==> src/rtl/cmul_seq_ctrl.sv <==
// Sequencing controller for a complex multiply: one shared signed DW x DW
// multiplier is stepped through four partial products per operand pair.
module cmul_seq_ctrl #(
  parameter int DW   = 16,
  parameter int CNTW = 16
) (
  input  logic                 clk,
  input  logic                 rst_n,
  input  logic                 in_valid,
  output logic                 in_ready,
  input  logic signed [DW-1:0] in_ar,
  input  logic signed [DW-1:0] in_ai,
  input  logic signed [DW-1:0] in_br,
  input  logic signed [DW-1:0] in_bi,
  output logic                 out_valid,
  input  logic                 out_ready,
  output logic signed [2*DW:0] out_re,
  output logic signed [2*DW:0] out_im,
  output logic                 busy,
  output logic [CNTW-1:0]      op_cnt
);

  typedef enum logic [2:0] {
    IDLE = 3'd0,
    P0   = 3'd1,
    P1   = 3'd2,
    P2   = 3'd3,
    P3   = 3'd4,
    DONE = 3'd5
  } state_e;

  state_e                state_q, state_d;
  logic signed [DW-1:0]  ar_q, ai_q, br_q, bi_q;
  logic signed [DW-1:0]  ar_d, ai_d, br_d, bi_d;
  logic signed [2*DW:0]  re_acc_q, re_acc_d;
  logic signed [2*DW:0]  im_acc_q, im_acc_d;
  logic [CNTW-1:0]       cnt_q, cnt_d;
  logic                  out_valid_q;

  logic signed [DW-1:0]   mul_x, mul_y;
  logic signed [2*DW-1:0] prod;
  logic signed [2*DW:0]   prod_ext;
  logic                   accept;

  // Operand select for the single shared multiplier.
  always_comb begin
    mul_x = '0;
    mul_y = '0;
    unique case (state_q)
      P0:      begin mul_x = ar_q; mul_y = br_q; end
      P1:      begin mul_x = ai_q; mul_y = bi_q; end
      P2:      begin mul_x = ar_q; mul_y = bi_q; end
      P3:      begin mul_x = ai_q; mul_y = br_q; end
      default: ;
    endcase
  end

  assign prod     = (2*DW)'(mul_x) * (2*DW)'(mul_y);
  assign prod_ext = {prod[2*DW-1], prod};

  assign in_ready = (state_q == IDLE) | ((state_q == DONE) & out_ready);
  assign accept   = in_valid & in_ready;

  always_comb begin
    state_d  = state_q;
    ar_d     = ar_q;
    ai_d     = ai_q;
    br_d     = br_q;
    bi_d     = bi_q;
    re_acc_d = re_acc_q;
    im_acc_d = im_acc_q;
    cnt_d    = cnt_q;

    if (accept) begin
      ar_d = in_ar;
      ai_d = in_ai;
      br_d = in_br;
      bi_d = in_bi;
    end

    unique case (state_q)
      IDLE: if (accept) state_d = P0;
      P0: begin
        re_acc_d = prod_ext;
        state_d  = P1;
      end
      P1: begin
        re_acc_d = re_acc_q - prod_ext;
        state_d  = P2;
      end
      P2: begin
        im_acc_d = prod_ext;
        state_d  = P3;
      end
      P3: begin
        im_acc_d = im_acc_q + prod_ext;
        state_d  = DONE;
      end
      DONE: begin
        // A sink handshake can be overlapped with the next operand capture.
        if (out_ready) begin
          cnt_d   = cnt_q + CNTW'(1);
          state_d = in_valid ? P0 : IDLE;
        end
      end
      default: state_d = IDLE;
    endcase
  end

  always_ff @(posedge clk or negedge rst_n) begin
    if (!rst_n) begin
      state_q     <= IDLE;
      ar_q        <= '0;
      ai_q        <= '0;
      br_q        <= '0;
      bi_q        <= '0;
      re_acc_q    <= '0;
      im_acc_q    <= '0;
      cnt_q       <= '0;
      out_valid_q <= 1'b0;
    end else begin
      state_q     <= state_d;
      ar_q        <= ar_d;
      ai_q        <= ai_d;
      br_q        <= br_d;
      bi_q        <= bi_d;
      re_acc_q    <= re_acc_d;
      im_acc_q    <= im_acc_d;
      cnt_q       <= cnt_d;
      out_valid_q <= (state_d == DONE);
    end
  end

  assign out_valid = out_valid_q;
  assign out_re    = re_acc_q;
  assign out_im    = im_acc_q;
  assign busy      = (state_q != IDLE);
  assign op_cnt    = cnt_q;

endmodule

==> config.mk <==
export PLATFORM = sky130hd
export DESIGN_NAME = cmul_seq_ctrl
export DESIGN_NICKNAME = d
export VERILOG_FILES = /design/src/rtl/cmul_seq_ctrl.sv
export SDC_FILE = /design/constraint.sdc
export NUM_CORES = 1
export LEC_CHECK = 0
export CAP_MARGIN = 20
export CORE_MARGIN = 8
export CORE_UTILIZATION = 50
export DETAILED_ROUTE_END_ITERATION = 12
export PLACE_DENSITY = 0.76
export SLEW_MARGIN = 10
export SYNTH_ARGS = -nofsm -noshare
export SYNTH_HDL_FRONTEND = slang
export SYNTH_SLANG_ARGS = --single-unit
==> constraint.sdc <==
create_clock -name clk -period 29.4 [get_ports clk]
set_input_delay 5.88 -clock clk [delete_from_list [all_inputs] [get_ports clk]]
set_output_delay 5.88 -clock clk [all_outputs]
set_load 0.02 [all_outputs]
==> flow_summary.json, run 1 <==
{
  "outcome": "finished, final reports clean",
  "drt_iter0_markers": 1047,
  "min-delay-start": "op_cnt[10]",
  "rows": 73,
  "synth_cell_type_count": 95,
  "cp.required_ns": 23.52,
  "reg2reg_depth": 38,
  "hpwl_mm": 43.7,
  "numClockSinks": 150,
  "drt-pass1-iter-count": 5,
  "synth_fp_nets": 2627,
  "numPortBuffers": 152,
  "cts_root_buf": "clkbuf_16",
  "worstHoldEndpoint": "op_cnt[10]",
  "r2r_slack_ns": 18.10,
  "ys_ff_latch": 150,
  "synth_top_area_cell": "fa_1",
  "cts_setup_buffers": 0,
  "synth-seq-area-share_pct": 19.0,
  "track_usage_pct": 24.6,
  "die_w_um": 215,
  "cts_resized": 0,
  "syn_inst": 2153,
  "r2r_start": "state_q[0]",
  "ys.flop_type": "dfrtp_1",
  "synth_edf_count": 0,
  "grt_max_degree": 77,
  "grt.overflow.total": 0,
  "timing.final.crit_share_pct": 45.2,
  "cts_hold_buf": 0,
  "grt_pass1_wl_mm": 91.0,
  "coreArea_um2": 39400,
  "gp_congestion": 0.943,
  "cts_tree": "yes",
  "hold_class": "reg -> reg",
  "ant_nets": 0,
  "synth_area_leaders": "fa_1, dfrtp_1, ha_1",
  "viasPerCell": 5.72,
  "die_height_um": 215,
  "clkLatencyLatePin_ns": 0.51,
  "drive_above_1_share_pct": 7.75,
  "drc_errors": 0,
  "maxSlewViolCount": 0,
  "layout_commonest_cell": "inv_1",
  "wl_mm": 54.5,
  "setup.worst_path.class": "in -> out",
  "relSlewSlack_pct": 14.5,
  "synthArstFlopShare_pct": 100,
  "fin_nets": 2759,
  "layout_common_cells": "inv_1, fa_1, nor2_1, nand2_1, clkdlybuf4s50_1",
  "max_freq_mhz": 75.2,
  "initial_utilization_pct": 50.2,
  "n_antenna_cell": 0,
  "grt_pass1_vias": 16939,
  "dieArea_um2": 46100,
  "clkSlewWorstSetupHoldPaths_ns": 0.07,
  "yosysTopAreaCellShare_pct": 26.7,
  "avgSynthCellArea_um2": 9.18,
  "fin_worst_skew_ns": 0.0263,
  "startpoint_type": "input port",
  "num_vias": 16147,
  "placed_cell_area_um2": 21900,
  "clock_path_buffers": 2,
  "arrival_ns": 7.42,
  "cp_max_fo": 3,
  "endpoint_kind": "output port",
  "wl_per_cell_um": 19.3,
  "finalSetupViolCount": 0,
  "stdcell_area_um2": 22500,
  "h-tree-depth": 4,
  "antenna_found_initial": 1,
  "r2r-end": "out_re[29]",
  "syn_to_final_growth_pct": 13.7,
  "min_path_cells": 1,
  "tns_ns": 0,
  "ios": 153,
  "period_minus_slack_ns": 13.30,
  "max_cap_viol_count": 0,
  "finalHoldViolations": 0,
  "netlist_area_um2": 19800,
  "yosysWarnings": 0,
  "cts_buffers": 17,
  "startpoint": "out_ready",
  "worstMarginPinSlew_ns": 1.28,
  "rsz0062_at_grt": "no"
}
## cell type report
| class | count | area (um2) |
|---|---|---|
| Clock buffer | 19 | 433 |
| Clock inverter | 13 | 98.8 |
| Multi-Input combinational cell | 1586 | 14500 |
| Tap cell | 525 | 657 |
| Sequential cell | 150 | 3750 |
| Inverter | 348 | 1310 |
| Timing Repair Buffer | 182 | 1770 |
| Fill cell | 3380 | 16900 |
## cells in the mapped netlist (8+ instances only)
master,number
o21ai_0,47
o221ai_1,8
o22ai_1,11
o21bai_1,13
dfrtp_1,150
nand2b_1,16
a221oi_1,12
nor3_1,19
a21oi_1,108
nor2b_1,15
a22o_1,27
inv_1,346
and2_1,9
nand4_1,9
fa_1,264
or3_1,10
a31oi_1,15
xor2_1,37
mux2_2,66
a21o_1,33
nand2_1,190
or2_2,8
xnor2_1,60
nand3_1,20
a22oi_1,35
clkbuf_1,64
a211oi_1,25
and3_1,9
o211ai_1,14
o21a_1,14
ha_1,142
nor2_1,240
## layer usage
metal / vias to the layer above / global-route usage, % / routed length [um]
met2: 577 / 39.5 / 25800
li1: 7422 / - / -
met4: 2 / 7.79 / 1200
met3: 83 / 5.83 / 4040
met5: - / 0 / 13
met1: 8063 / 32.6 / 23500
## cells by family after synthesis
logic type      share of synthesized area, %
buf+inv                                 7.95
xor+xnor                                4.49
compound gates                          15.9
fa+ha+maj                               35.8
simple gates                            12.7
flops                                   19.0
mux                                     4.09
## how the worst max path moves through the flow
stage | slack [ns] | cells after the start | to
after floorplan | 17.03 | 2 | in_ready
after global placement | 16.12 | 4 | in_ready
after detailed placement | 16.12 | 4 | in_ready
after CTS | 16.10 | 4 | in_ready
after global routing | 16.03 | 4 | in_ready
final | 16.10 | 4 | in_ready
## sequential cells by signal, indices dropped and copies added, names as in the netlist
name,flops
ai_q,16
ar_q,16
bi_q,16
br_q,16
op_cnt,16
out_im,33
out_re,33
out_valid,1
state_q,3
## through the flow
stage	setup slack, ns	cells	utilization, %	hold slack, ns
floorplan	17.03	2153	-	0.480
global placement	16.12	2789	55.7	0.466
detailed placement	16.12	2790	55.7	0.494
CTS	16.10	2822	57.0	0.510
global route	16.03	2823	57.1	0.522
finish	16.10	2823	57.1	0.505
## worst max-delay path, stage by stage
cell,delay (ns)
clkdlybuf4s50_1,0.48
nand2_1,0.09
o21ai_0,0.29
clkdlybuf4s50_1,0.68
Power of run 1 is not shown: default switching activity piles up to over one toggle a cycle in this logic, so the estimate is an artifact.
==> run 2, diff against run 1 <==
==> constraint.sdc (replaced) <==
create_clock -name clk -period 12.3 [get_ports clk]
set_input_delay 2.46 -clock clk [delete_from_list [all_inputs] [get_ports clk]]
set_output_delay 2.46 -clock clk [all_outputs]
set_load 0.02 [all_outputs]
==> run 2 against run 1 <==
Against the previous run:
- utilization up 0.095 points
- cell area up 0.17%
- sequential share of layout area about the same
- count of clock-buffer cells in the layout down 2
- register-to-register slack got worse by 17 ns
- hold slack worse by 0.022 ns
- largest cell class unchanged
- highest routed layer unchanged
==> flow_summary.json, run 2 (synthesis results as in run 1) <==
{
  "outcome": "finished, final reports clean",
  "antenna_found_initial": 1,
  "cp.required_ns": 12.68,
  "critPathMostFrequentCell": "fa_1",
  "cpPeakStageDelay_ns": 1.10,
  "grt.overflow.total": 0,
  "period_minus_slack_ns": 11.32,
  "drt_iter0_markers": 1313,
  "finalSetupViolCount": 0,
  "h-tree-depth": 4,
  "layout_commonest_cell": "inv_1",
  "num_vias": 16180,
  "placedCellCount": 2789,
  "cts_hold_buf": 0,
  "grt_pass1_wl_mm": 92.4,
  "setup_ws_ns": 0.976,
  "grt_max_degree": 81,
  "setup.worst_path.class": "reg -> reg",
  "timing.final.crit_share_pct": 92.1,
  "fin_worst_skew_ns": 0.0204,
  "drc_errors": 0,
  "arrival_ns": 11.70,
  "numPortBuffers": 152,
  "coreArea_um2": 39400,
  "clock_path_buffers": 2,
  "rsz0062_at_grt": "no",
  "initial_utilization_pct": 50.2,
  "max_freq_mhz": 88.3,
  "ios": 153,
  "track_usage_pct": 25.0,
  "drive_above_1_share_pct": 7.79,
  "viasPerCell": 5.73,
  "place_ws_ns": 1.16,
  "gp_congestion": 0.976,
  "die_w_um": 215,
  "grt_pass1_vias": 17179,
  "clkLatencyLatePin_ns": 0.48,
  "cp_max_fo": 34,
  "rows": 73,
  "finalNonFillerCells": 2822,
  "cts_buffers": 17,
  "wl_mm": 56.5,
  "syn_to_final_growth_pct": 13.9,
  "relSlewSlack_pct": 15.2,
  "maxSlewViolCount": 0,
  "worstMarginPinSlew_ns": 1.27,
  "hpwl_mm": 45.6,
  "max_cap_viol_count": 0,
  "placed_cell_area_um2": 21900,
  "layout_common_cells": "inv_1, fa_1, nor2_1, nand2_1, clkdlybuf4s50_1",
  "wl_per_cell_um": 20.0,
  "fin_nets": 2758,
  "die_height_um": 215,
  "cts_root_buf": "clkbuf_16",
  "crit_family": "compound AO/OA/AOI/OAI gates",
  "cts_resized": 0,
  "path_buf_inv": 6,
  "final.fill_count": 3401,
  "numClockSinks": 150,
  "drt-pass1-iter-count": 6,
  "cp_slowest_cell": "a22oi_1",
  "finalHoldViolations": 0,
  "cts_setup_buffers": 0,
  "tns_ns": 0,
  "dieArea_um2": 46100,
  "stdcell_area_um2": 22500,
  "hold_class": "reg -> reg",
  "n_antenna_cell": 0,
  "ant_nets": 0,
  "startpoint_type": "flip-flop",
  "endpoint_kind": "flip-flop",
  "clkSlewWorstSetupHoldPaths_ns": 0.07,
  "cts_tree": "yes"
}
==> run 2: worst paths after layout <==
check                            from          to  slack [ns]  cells past startpoint
max                        state_q[0]  out_re[29]        0.98                     38
min                        op_cnt[15]  op_cnt[15]        0.48                      1
max reg2reg                state_q[0]  out_re[29]        0.98                     38
min reg2reg                op_cnt[15]  op_cnt[15]        0.48                      1
max in group asynchronous       rst_n    ai_q[11]        8.81                      2
min in group asynchronous       rst_n  out_im[31]        2.02                      1
==> run 2: metrics by stage <==
stage               utilization, %  hold slack, ns
detailed placement            55.7           0.475
CTS                           57.1           0.486
finish                        57.2           0.483
floorplan                        -           0.480
global route                  57.2           0.502
global placement              55.6           0.465
==> run 2: cell type report <==
type / count / area [um2] / area share [%]
Multi-Input combinational cell: 1586 / 14500 / 64.2
Clock inverter: 15 / 160 / 0.711
Timing Repair Buffer: 181 / 1750 / 7.78
Inverter: 348 / 1310 / 5.82
Tap cell: 525 / 657 / 2.92
Clock buffer: 17 / 425 / 1.89
Sequential cell: 150 / 3750 / 16.7
==> run 2: per-layer routing <==
layer  part of all wire, %  routed length (um)  GRT usage [%]
met1                    42               23800           32.9
met2                    46               26200           39.9
met3                   8.6                4860           6.36
met4                   2.9                1610           8.25
met5                 0.027                  15              0
Power of run 2 is left out for the same reason.
